`src/rtl/data_display_pkg.sv`:
```
// Shared definitions for the data_display block: FSM state encoding,
// segment constants, decimal range limit and the 0-F glyph table.
// Segments are active-low, bit6 = g ... bit0 = a.
package data_display_pkg;

  localparam int DIGITS = 8;
  localparam logic [31:0] DEC_MAX_DEFAULT = 32'd99999999;

  localparam logic [6:0] SEG_BLANK = 7'h7F;
  localparam logic [6:0] SEG_DASH  = 7'h3F;

  localparam logic [6:0] GLYPH_0 = 7'h40;
  localparam logic [6:0] GLYPH_1 = 7'h79;
  localparam logic [6:0] GLYPH_2 = 7'h24;
  localparam logic [6:0] GLYPH_3 = 7'h30;
  localparam logic [6:0] GLYPH_4 = 7'h19;
  localparam logic [6:0] GLYPH_5 = 7'h12;
  localparam logic [6:0] GLYPH_6 = 7'h02;
  localparam logic [6:0] GLYPH_7 = 7'h78;
  localparam logic [6:0] GLYPH_8 = 7'h00;
  localparam logic [6:0] GLYPH_9 = 7'h10;
  localparam logic [6:0] GLYPH_A = 7'h08;
  localparam logic [6:0] GLYPH_B = 7'h03;  // lowercase b
  localparam logic [6:0] GLYPH_C = 7'h46;
  localparam logic [6:0] GLYPH_D = 7'h21;  // lowercase d
  localparam logic [6:0] GLYPH_E = 7'h06;
  localparam logic [6:0] GLYPH_F = 7'h0E;

  typedef enum logic [1:0] {
    ST_IDLE,
    ST_SHIFT,
    ST_DONE
  } state_t;

  // Nibble to active-low glyph lookup.
  function automatic logic [6:0] glyph(input logic [3:0] nib);
    logic [6:0] g;
    case (nib)
      4'h0: g = GLYPH_0;
      4'h1: g = GLYPH_1;
      4'h2: g = GLYPH_2;
      4'h3: g = GLYPH_3;
      4'h4: g = GLYPH_4;
      4'h5: g = GLYPH_5;
      4'h6: g = GLYPH_6;
      4'h7: g = GLYPH_7;
      4'h8: g = GLYPH_8;
      4'h9: g = GLYPH_9;
      4'hA: g = GLYPH_A;
      4'hB: g = GLYPH_B;
      4'hC: g = GLYPH_C;
      4'hD: g = GLYPH_D;
      4'hE: g = GLYPH_E;
      default: g = GLYPH_F;
    endcase
    return g;
  endfunction

endpackage

```
`src/rtl/data_display_if.sv`:
```
// Bus between the calculator (master) and the display block (slave):
// the DATA result, the format select, the busy flag and the eight digits.
interface data_display_if;
  logic [31:0] DATA;
  logic        DEC_MODE;
  logic        BUSY;
  logic [6:0]  HEX0, HEX1, HEX2, HEX3, HEX4, HEX5, HEX6, HEX7;

  modport master (
    output DATA, DEC_MODE,
    input  BUSY, HEX0, HEX1, HEX2, HEX3, HEX4, HEX5, HEX6, HEX7
  );

  modport slave (
    input  DATA, DEC_MODE,
    output BUSY, HEX0, HEX1, HEX2, HEX3, HEX4, HEX5, HEX6, HEX7
  );
endinterface

```
`src/rtl/data_display_seg7_decode.sv`:
```
// Combinational 4-bit to active-low 7-segment decoder with a blank override.
module seg7_decode
  import data_display_pkg::*;
(
  input  logic [3:0] nibble_i,
  input  logic       blank_i,
  output logic [6:0] seg_o
);

  assign seg_o = blank_i ? SEG_BLANK : glyph(nibble_i);

endmodule

```
`src/rtl/data_display.sv`:
```
// Renders the 32-bit DATA bus on eight seven-segment digits, in hex or in
// unsigned decimal (sequential double-dabble, 32 shifts). Digits are only
// updated once a conversion completes; any input change restarts it.
// Optional build macro LEADING_ZERO_BLANK_EN blanks digits above the most
// significant non-zero digit (overflow dashes are never blanked).
module data_display
  import data_display_pkg::*;
#(
  parameter logic [31:0] DEC_MAX = DEC_MAX_DEFAULT
) (
  input  logic            CLOCK_50,
  input  logic            KEY0,
  data_display_if.slave   bus
);

  state_t      state_q;
  logic [31:0] data_q;
  logic        mode_q;
  logic        pending_q;
  logic        busy_q;
  logic [63:0] sr_q;
  logic [4:0]  cnt_q;
  logic [6:0]  hex_q [DIGITS];

  logic [63:0] sr_adj;
  logic [63:0] sr_d;
  logic [3:0]  digit  [DIGITS];
  logic [6:0]  seg_dec [DIGITS];
  logic [6:0]  seg_d  [DIGITS];
  logic [DIGITS-1:0] blank;
  logic        trigger;
  logic        overflow;

  // Any pending request or input difference starts (or restarts) a conversion.
  assign trigger  = pending_q | (bus.DATA != data_q) | (bus.DEC_MODE != mode_q);
  assign overflow = mode_q && (data_q > DEC_MAX);

  // Low half of the shift register carries the binary operand untouched.
  assign sr_adj[31:0] = sr_q[31:0];
  assign sr_d         = sr_adj << 1;

  genvar gi;
  generate
    for (gi = 0; gi < DIGITS; gi++) begin : g_digit
      // Add-3 correction on every BCD nibble before the shift.
      assign sr_adj[32 + 4*gi +: 4] = (sr_q[32 + 4*gi +: 4] >= 4'd5) ?
                                      sr_q[32 + 4*gi +: 4] + 4'd3 :
                                      sr_q[32 + 4*gi +: 4];

      // After 32 shifts the upper half holds the BCD result.
      assign digit[gi] = mode_q ? sr_q[32 + 4*gi +: 4] : data_q[4*gi +: 4];

      seg7_decode u_seg (
        .nibble_i (digit[gi]),
        .blank_i  (blank[gi]),
        .seg_o    (seg_dec[gi])
      );

      assign seg_d[gi] = overflow ? SEG_DASH : seg_dec[gi];
    end
  endgenerate

`ifdef LEADING_ZERO_BLANK_EN
  // upper_zero[i]: digit i and everything above it is zero. HEX0 always shows.
  logic [DIGITS-1:1] upper_zero;
  generate
    for (gi = 1; gi < DIGITS; gi++) begin : g_lzb
      if (gi == DIGITS - 1) begin : g_top
        assign upper_zero[gi] = (digit[gi] == 4'd0);
      end else begin : g_mid
        assign upper_zero[gi] = (digit[gi] == 4'd0) && upper_zero[gi+1];
      end
      assign blank[gi] = upper_zero[gi];
    end
  endgenerate
  assign blank[0] = 1'b0;
`else
  assign blank = '0;
`endif

  // Conversion FSM: capture/restart on trigger, shift 32 times, latch at DONE.
  always_ff @(posedge CLOCK_50 or negedge KEY0) begin
    if (!KEY0) begin
      state_q   <= ST_IDLE;
      data_q    <= '0;
      mode_q    <= 1'b0;
      pending_q <= 1'b1;
      busy_q    <= 1'b0;
      sr_q      <= '0;
      cnt_q     <= '0;
      for (int i = 0; i < DIGITS; i++) hex_q[i] <= SEG_BLANK;
    end else if (trigger) begin
      data_q    <= bus.DATA;
      mode_q    <= bus.DEC_MODE;
      pending_q <= 1'b0;
      busy_q    <= 1'b1;
      cnt_q     <= '0;
      if (bus.DEC_MODE) begin
        sr_q    <= {32'd0, bus.DATA};
        state_q <= ST_SHIFT;
      end else begin
        state_q <= ST_DONE;
      end
    end else begin
      case (state_q)
        ST_SHIFT: begin
          sr_q  <= sr_d;
          cnt_q <= cnt_q + 5'd1;
          if (cnt_q == 5'd31) state_q <= ST_DONE;
        end
        ST_DONE: begin
          for (int i = 0; i < DIGITS; i++) hex_q[i] <= seg_d[i];
          busy_q  <= 1'b0;
          state_q <= ST_IDLE;
        end
        default: state_q <= ST_IDLE;
      endcase
    end
  end

  assign bus.BUSY = busy_q;
  assign bus.HEX0 = hex_q[0];
  assign bus.HEX1 = hex_q[1];
  assign bus.HEX2 = hex_q[2];
  assign bus.HEX3 = hex_q[3];
  assign bus.HEX4 = hex_q[4];
  assign bus.HEX5 = hex_q[5];
  assign bus.HEX6 = hex_q[6];
  assign bus.HEX7 = hex_q[7];

endmodule

```
`src/flat_wrapper.sv`:
```
// flat-port wrapper written by rule: the top's interface ports become plain ports
module data_display_flat import data_display_pkg::*;
#(
  parameter logic [31:0] DEC_MAX = DEC_MAX_DEFAULT
)
  (CLOCK_50, KEY0, bus_DATA, bus_DEC_MODE, bus_BUSY, bus_HEX0, bus_HEX1, bus_HEX2, bus_HEX3, bus_HEX4, bus_HEX5, bus_HEX6, bus_HEX7);
  data_display_if bus_i ();
  input  logic CLOCK_50;
  input  logic KEY0;
  input wire logic [$bits(bus_i.DATA)-1:0] bus_DATA;
  input wire logic [$bits(bus_i.DEC_MODE)-1:0] bus_DEC_MODE;
  output wire logic [$bits(bus_i.BUSY)-1:0] bus_BUSY;
  output wire logic [$bits(bus_i.HEX0)-1:0] bus_HEX0;
  output wire logic [$bits(bus_i.HEX1)-1:0] bus_HEX1;
  output wire logic [$bits(bus_i.HEX2)-1:0] bus_HEX2;
  output wire logic [$bits(bus_i.HEX3)-1:0] bus_HEX3;
  output wire logic [$bits(bus_i.HEX4)-1:0] bus_HEX4;
  output wire logic [$bits(bus_i.HEX5)-1:0] bus_HEX5;
  output wire logic [$bits(bus_i.HEX6)-1:0] bus_HEX6;
  output wire logic [$bits(bus_i.HEX7)-1:0] bus_HEX7;
  assign bus_i.DATA = bus_DATA;
  assign bus_i.DEC_MODE = bus_DEC_MODE;
  assign bus_BUSY = bus_i.BUSY;
  assign bus_HEX0 = bus_i.HEX0;
  assign bus_HEX1 = bus_i.HEX1;
  assign bus_HEX2 = bus_i.HEX2;
  assign bus_HEX3 = bus_i.HEX3;
  assign bus_HEX4 = bus_i.HEX4;
  assign bus_HEX5 = bus_i.HEX5;
  assign bus_HEX6 = bus_i.HEX6;
  assign bus_HEX7 = bus_i.HEX7;
  data_display #(.DEC_MAX(DEC_MAX)) u_core (.CLOCK_50(CLOCK_50), .KEY0(KEY0), .bus(bus_i));
endmodule
```
`config.mk`:
```
export PLATFORM = sky130hd
export DESIGN_NAME = data_display_flat
export DESIGN_NICKNAME = d
export VERILOG_FILES = /design/src/rtl/data_display_pkg.sv /design/src/rtl/data_display_if.sv /design/src/rtl/data_display_seg7_decode.sv /design/src/rtl/data_display.sv /design/src/flat_wrapper.sv
export SDC_FILE = /design/constraint.sdc
export NUM_CORES = 1
export LEC_CHECK = 0
export ABC_AREA = 1
export CAP_MARGIN = 20
export CORE_ASPECT_RATIO = 0.8
export CORE_MARGIN = 2
export CORE_UTILIZATION = 45
export CTS_CLUSTER_DIAMETER = 200
export DETAILED_ROUTE_END_ITERATION = 7
export GPL_TIMING_DRIVEN = 1
export RECOVER_POWER = 50
export SYNTH_ARGS = -nofsm -noshare
export SYNTH_HDL_FRONTEND = slang
export SYNTH_SLANG_ARGS = --single-unit
```
`constraint.sdc`:
```
create_clock -name CLOCK_50 -period 3.05 [get_ports CLOCK_50]
set_input_delay 0.305 -clock CLOCK_50 [delete_from_list [all_inputs] [get_ports CLOCK_50]]
set_output_delay 0.305 -clock CLOCK_50 [all_outputs]
set_load 0.01 [all_outputs]
```
==> metrics <==
status=finished, violations left; failing checks=max-capacitance violations, max-slew violations; Slew Limit Headroom=-46.6%; Critical Path Source=u_core.mode_q$_DFFE_PN0N_; layout cells sized above 1=8.64%; Die Ht=141 microns; pwr/cell area=396 nW/um^2; Fin Setup TNS=0 ns; Clk pin slew, worst setup/hold paths=0.07 ns; crit-path leading delay family=compound AO/OA/AOI/OAI gates; Synth area leaders=dfrtp_1 (25%), nand2_1 (19%), dfstp_2 (14%); Starting Density=45.4%; main combinational cell family by area after synthesis=simple AND/OR/NAND/NOR gates; reg2reg path depth=8; Die W=175 microns; hpwl dp=17,900 microns; Synth Area in XOR/XNOR=1.50%; post-cts resize count=0; Final Setup Violations=0; Yosys reg bits=162; Hold Buf Count CTS=0; Min Hold Slack=0.460 ns; area leader, netlist=dfrtp_1; Synth Area in Adders=7.83%; synthesis warning total=0; worst setup path end=u_core.bus.HEX7[4]$_DFFE_PN1P_; R2R Setup Slk=0.56 ns; worst r2r dst=u_core.bus.HEX7[4]$_DFFE_PN1P_; kind of critical path=register to register; skew final=0.0101 ns; Iteration-0 DRC Markers=590; Clock Tree Root=clkbuf_16; worst r2r src=u_core.mode_q$_DFFE_PN0N_; largest registers=u_core.sr_q x64, u_core.data_q x32; Largest Register=u_core.sr_q; Worst Hold Class=register to register; n_diodes=0; Seq/Total Area, Yosys=39.1%; Routed WL=25,800 microns; Req. time, crit path=3.42 ns; crit path cell chain=buf_12 -> o21ai_0 -> inv_1 -> o21ai_0 -> o21ai_0 -> o21ai_0 -> nand3_1 -> nand2_1; initial antenna violation count=0; Core Area=23,200 sq um; unrepaired setup endpoints after global routing=no; post-synthesis compound-gate area fraction=9.52%; DR pass1 iterations=5; Syn Inst Count=1,518; Synth cell types=37; drt drc=0; vias per std cell=5.00; WP data arrival=2.86 ns; fin crit share=81.6%; CTS tree=yes; Worst Path Buf+Inv=2; Boundary Pins=92; grt total ovfl=0; Syn Area/Cell=6.95 sq um; CTS HTree Levels=4; pins over their slew limit=163; max reg flops=64; maxcap violations=1; CP Launch Type=register; post-CTS setup buffers=0; CP endpoint kind=register; Worst path depth=8; worst skew pair latency=0.43 ns; Port Buffer Count=91; Layout area overhead=16.4%; fin crit period=2.49 ns; Max rail drop VDD=0.367 mV; Synth top area share=24.9%; Critical Path Most Common Cell=o21ai_0; syn_nets=1,619; CTS buffer count=17; DRT antenna net count=0; Hold Vio Cnt, Final=0; CTS Sinks=162; vias in the first global route=8,942; pin count of the biggest net entering global routing=163; Overall Global Routing Usage=21.8%; Least-Margin Pin Slew=2.20 ns; Die ar.=24,700 sq um; Slowest-stage cell, CP=o21ai_0; Vias=9,439; Slowest Stage Delay on Critical Path=0.80 ns; maximum clock frequency=0.402 GHz; GPL Wtd Cong=0.867; mapped cell area=10,500 sq um; nets@finish=1,662; WL/cell=13.7 microns; Clock Path Buffers=2; mux cell area share after synthesis=0%; CP Max Fanout=30; global-route wire length before repair=44,400 microns; Post-Synth Simple-Gate Area=32.4%; Leak Pwr=0.00636 uW; # rows=50
per-stage QoR:
step                cell area (sq um)  util [%]  std cells  total power [uW]  setup WS, ns
finish                          12300      52.9       1886              4860         0.560
detailed placement              11800      50.7       1854              2950         0.446
CTS                             12300      53.0       1886              4920         0.597
global placement                11800      50.7       1854              2940         0.447
floorplan                       10500         -       1518              2710         0.847
global route                    12300      52.9       1886              5120         0.228
power breakdown:
group | total [uW] | switching, uW | internal, uW
registers | 2260 | 48.5 | 2220
clock network | 1960 | 918 | 1040
logic | 638 | 416 | 223
total | 4860 | 1380 | 3480
how the worst min path moves through the flow:
stage	from	slack, ns	to	cells after the start
finish	u_core.bus.HEX3[2]$_DFFE_PN1P_	0.46	u_core.bus.HEX3[2]$_DFFE_PN1P_	2
CTS	KEY0	0.08	u_core.sr_q[9]$_DFFE_PN0P_	2
detailed placement	u_core.bus.HEX3[2]$_DFFE_PN1P_	0.45	u_core.bus.HEX3[2]$_DFFE_PN1P_	2
floorplan	KEY0	0.009	u_core.bus.BUSY$_DFFE_PN0P_	0
global route	u_core.bus.HEX2[3]$_DFFE_PN1P_	0.48	u_core.bus.HEX2[3]$_DFFE_PN1P_	2
global placement	u_core.bus.HEX2[4]$_DFFE_PN1P_	0.45	u_core.bus.HEX2[4]$_DFFE_PN1P_	2
layout by cell type, fill, tap and decap left out, types with 4 or more instances in the layout:
| cell | instances |
|---|---|
| nor2_1 | 66 |
| xor2_1 | 12 |
| inv_1 | 157 |
| nand4_1 | 9 |
| dlygate4sd3_1 | 33 |
| dfstp_2 | 57 |
| dfrtp_1 | 104 |
| nand2_1 | 540 |
| inv_2 | 4 |
| clkinvlp_4 | 4 |
| buf_12 | 6 |
| nand3_1 | 187 |
| ha_1 | 66 |
| buf_4 | 21 |
| xnor2_1 | 6 |
| nor3_1 | 8 |
| o21ai_1 | 12 |
| o211ai_1 | 10 |
| or2_2 | 6 |
| a21oi_1 | 49 |
| clkbuf_16 | 17 |
| o21ai_2 | 4 |
| clkinv_1 | 4 |
| clkdlybuf4s50_1 | 57 |
| clkinv_4 | 4 |
| a31oi_1 | 6 |
| o21ai_0 | 92 |
synthesized netlist by cell type:
| cell | number |
|---|---|
| nor2_2 | 2 |
| nand4_1 | 9 |
| a211oi_1 | 1 |
| and2_1 | 1 |
| nand3b_1 | 1 |
| or2_2 | 6 |
| a31oi_1 | 6 |
| buf_4 | 1 |
| a22oi_1 | 1 |
| nand3_1 | 188 |
| o21bai_1 | 2 |
| a21oi_1 | 49 |
| inv_1 | 157 |
| clkbuf_1 | 59 |
| dfrtp_1 | 105 |
| buf_1 | 5 |
| xor2_1 | 12 |
| nand2_1 | 542 |
| xnor2_1 | 6 |
| nor3_1 | 8 |
| conb_1 | 1 |
| clkinv_1 | 3 |
| o21ai_1 | 12 |
| nor4_1 | 1 |
| buf_2 | 30 |
| nand3_2 | 1 |
| o211a_1 | 3 |
| and3_1 | 1 |
| o21ai_0 | 92 |
| a21boi_0 | 3 |
| o21ai_2 | 4 |
| nor2_1 | 68 |
| dfstp_2 | 57 |
| ha_1 | 66 |
| o21a_1 | 1 |
| inv_2 | 4 |
| o211ai_1 | 10 |
metal layers:
metal,global-route usage [%],up-vias,routed length [microns]
met5,0,-,0
met4,4.74,0,297
met3,3.02,25,821
met2,36.7,151,12300
met1,30.0,4391,12300
li1,-,4872,-
cell type report:
type | instances | area [sq um]
fill | 2296 | 10900
multi-input combinational | 1097 | 5420
sequential | 162 | 4130
timing repair buffer | 119 | 1200
inverter | 164 | 616
clock buffer | 20 | 437
tap | 312 | 390
clock inverter | 12 | 87.6
worst reg2reg max path: stages (launching register included):
cell,delay (ns)
dfrtp_2,0.51
buf_12,0.20
o21ai_0,0.81
inv_1,0.24
o21ai_0,0.21
o21ai_0,0.10
o21ai_0,0.19
nand3_1,0.09
nand2_1,0.08
kinds of logic (layout without fill, tap and decap cells):
| family | after synthesis | in the layout |
|---|---|---|
| fa+ha+maj | 66 | 66 |
| xor+xnor | 18 | 18 |
| flops | 162 | 162 |
| simple gates | 828 | 828 |
| other cells | 1 | 1 |
| compound gates | 184 | 184 |
| buf+inv | 259 | 315 |
No activity file was read; power rests on OpenSTA's default activity.
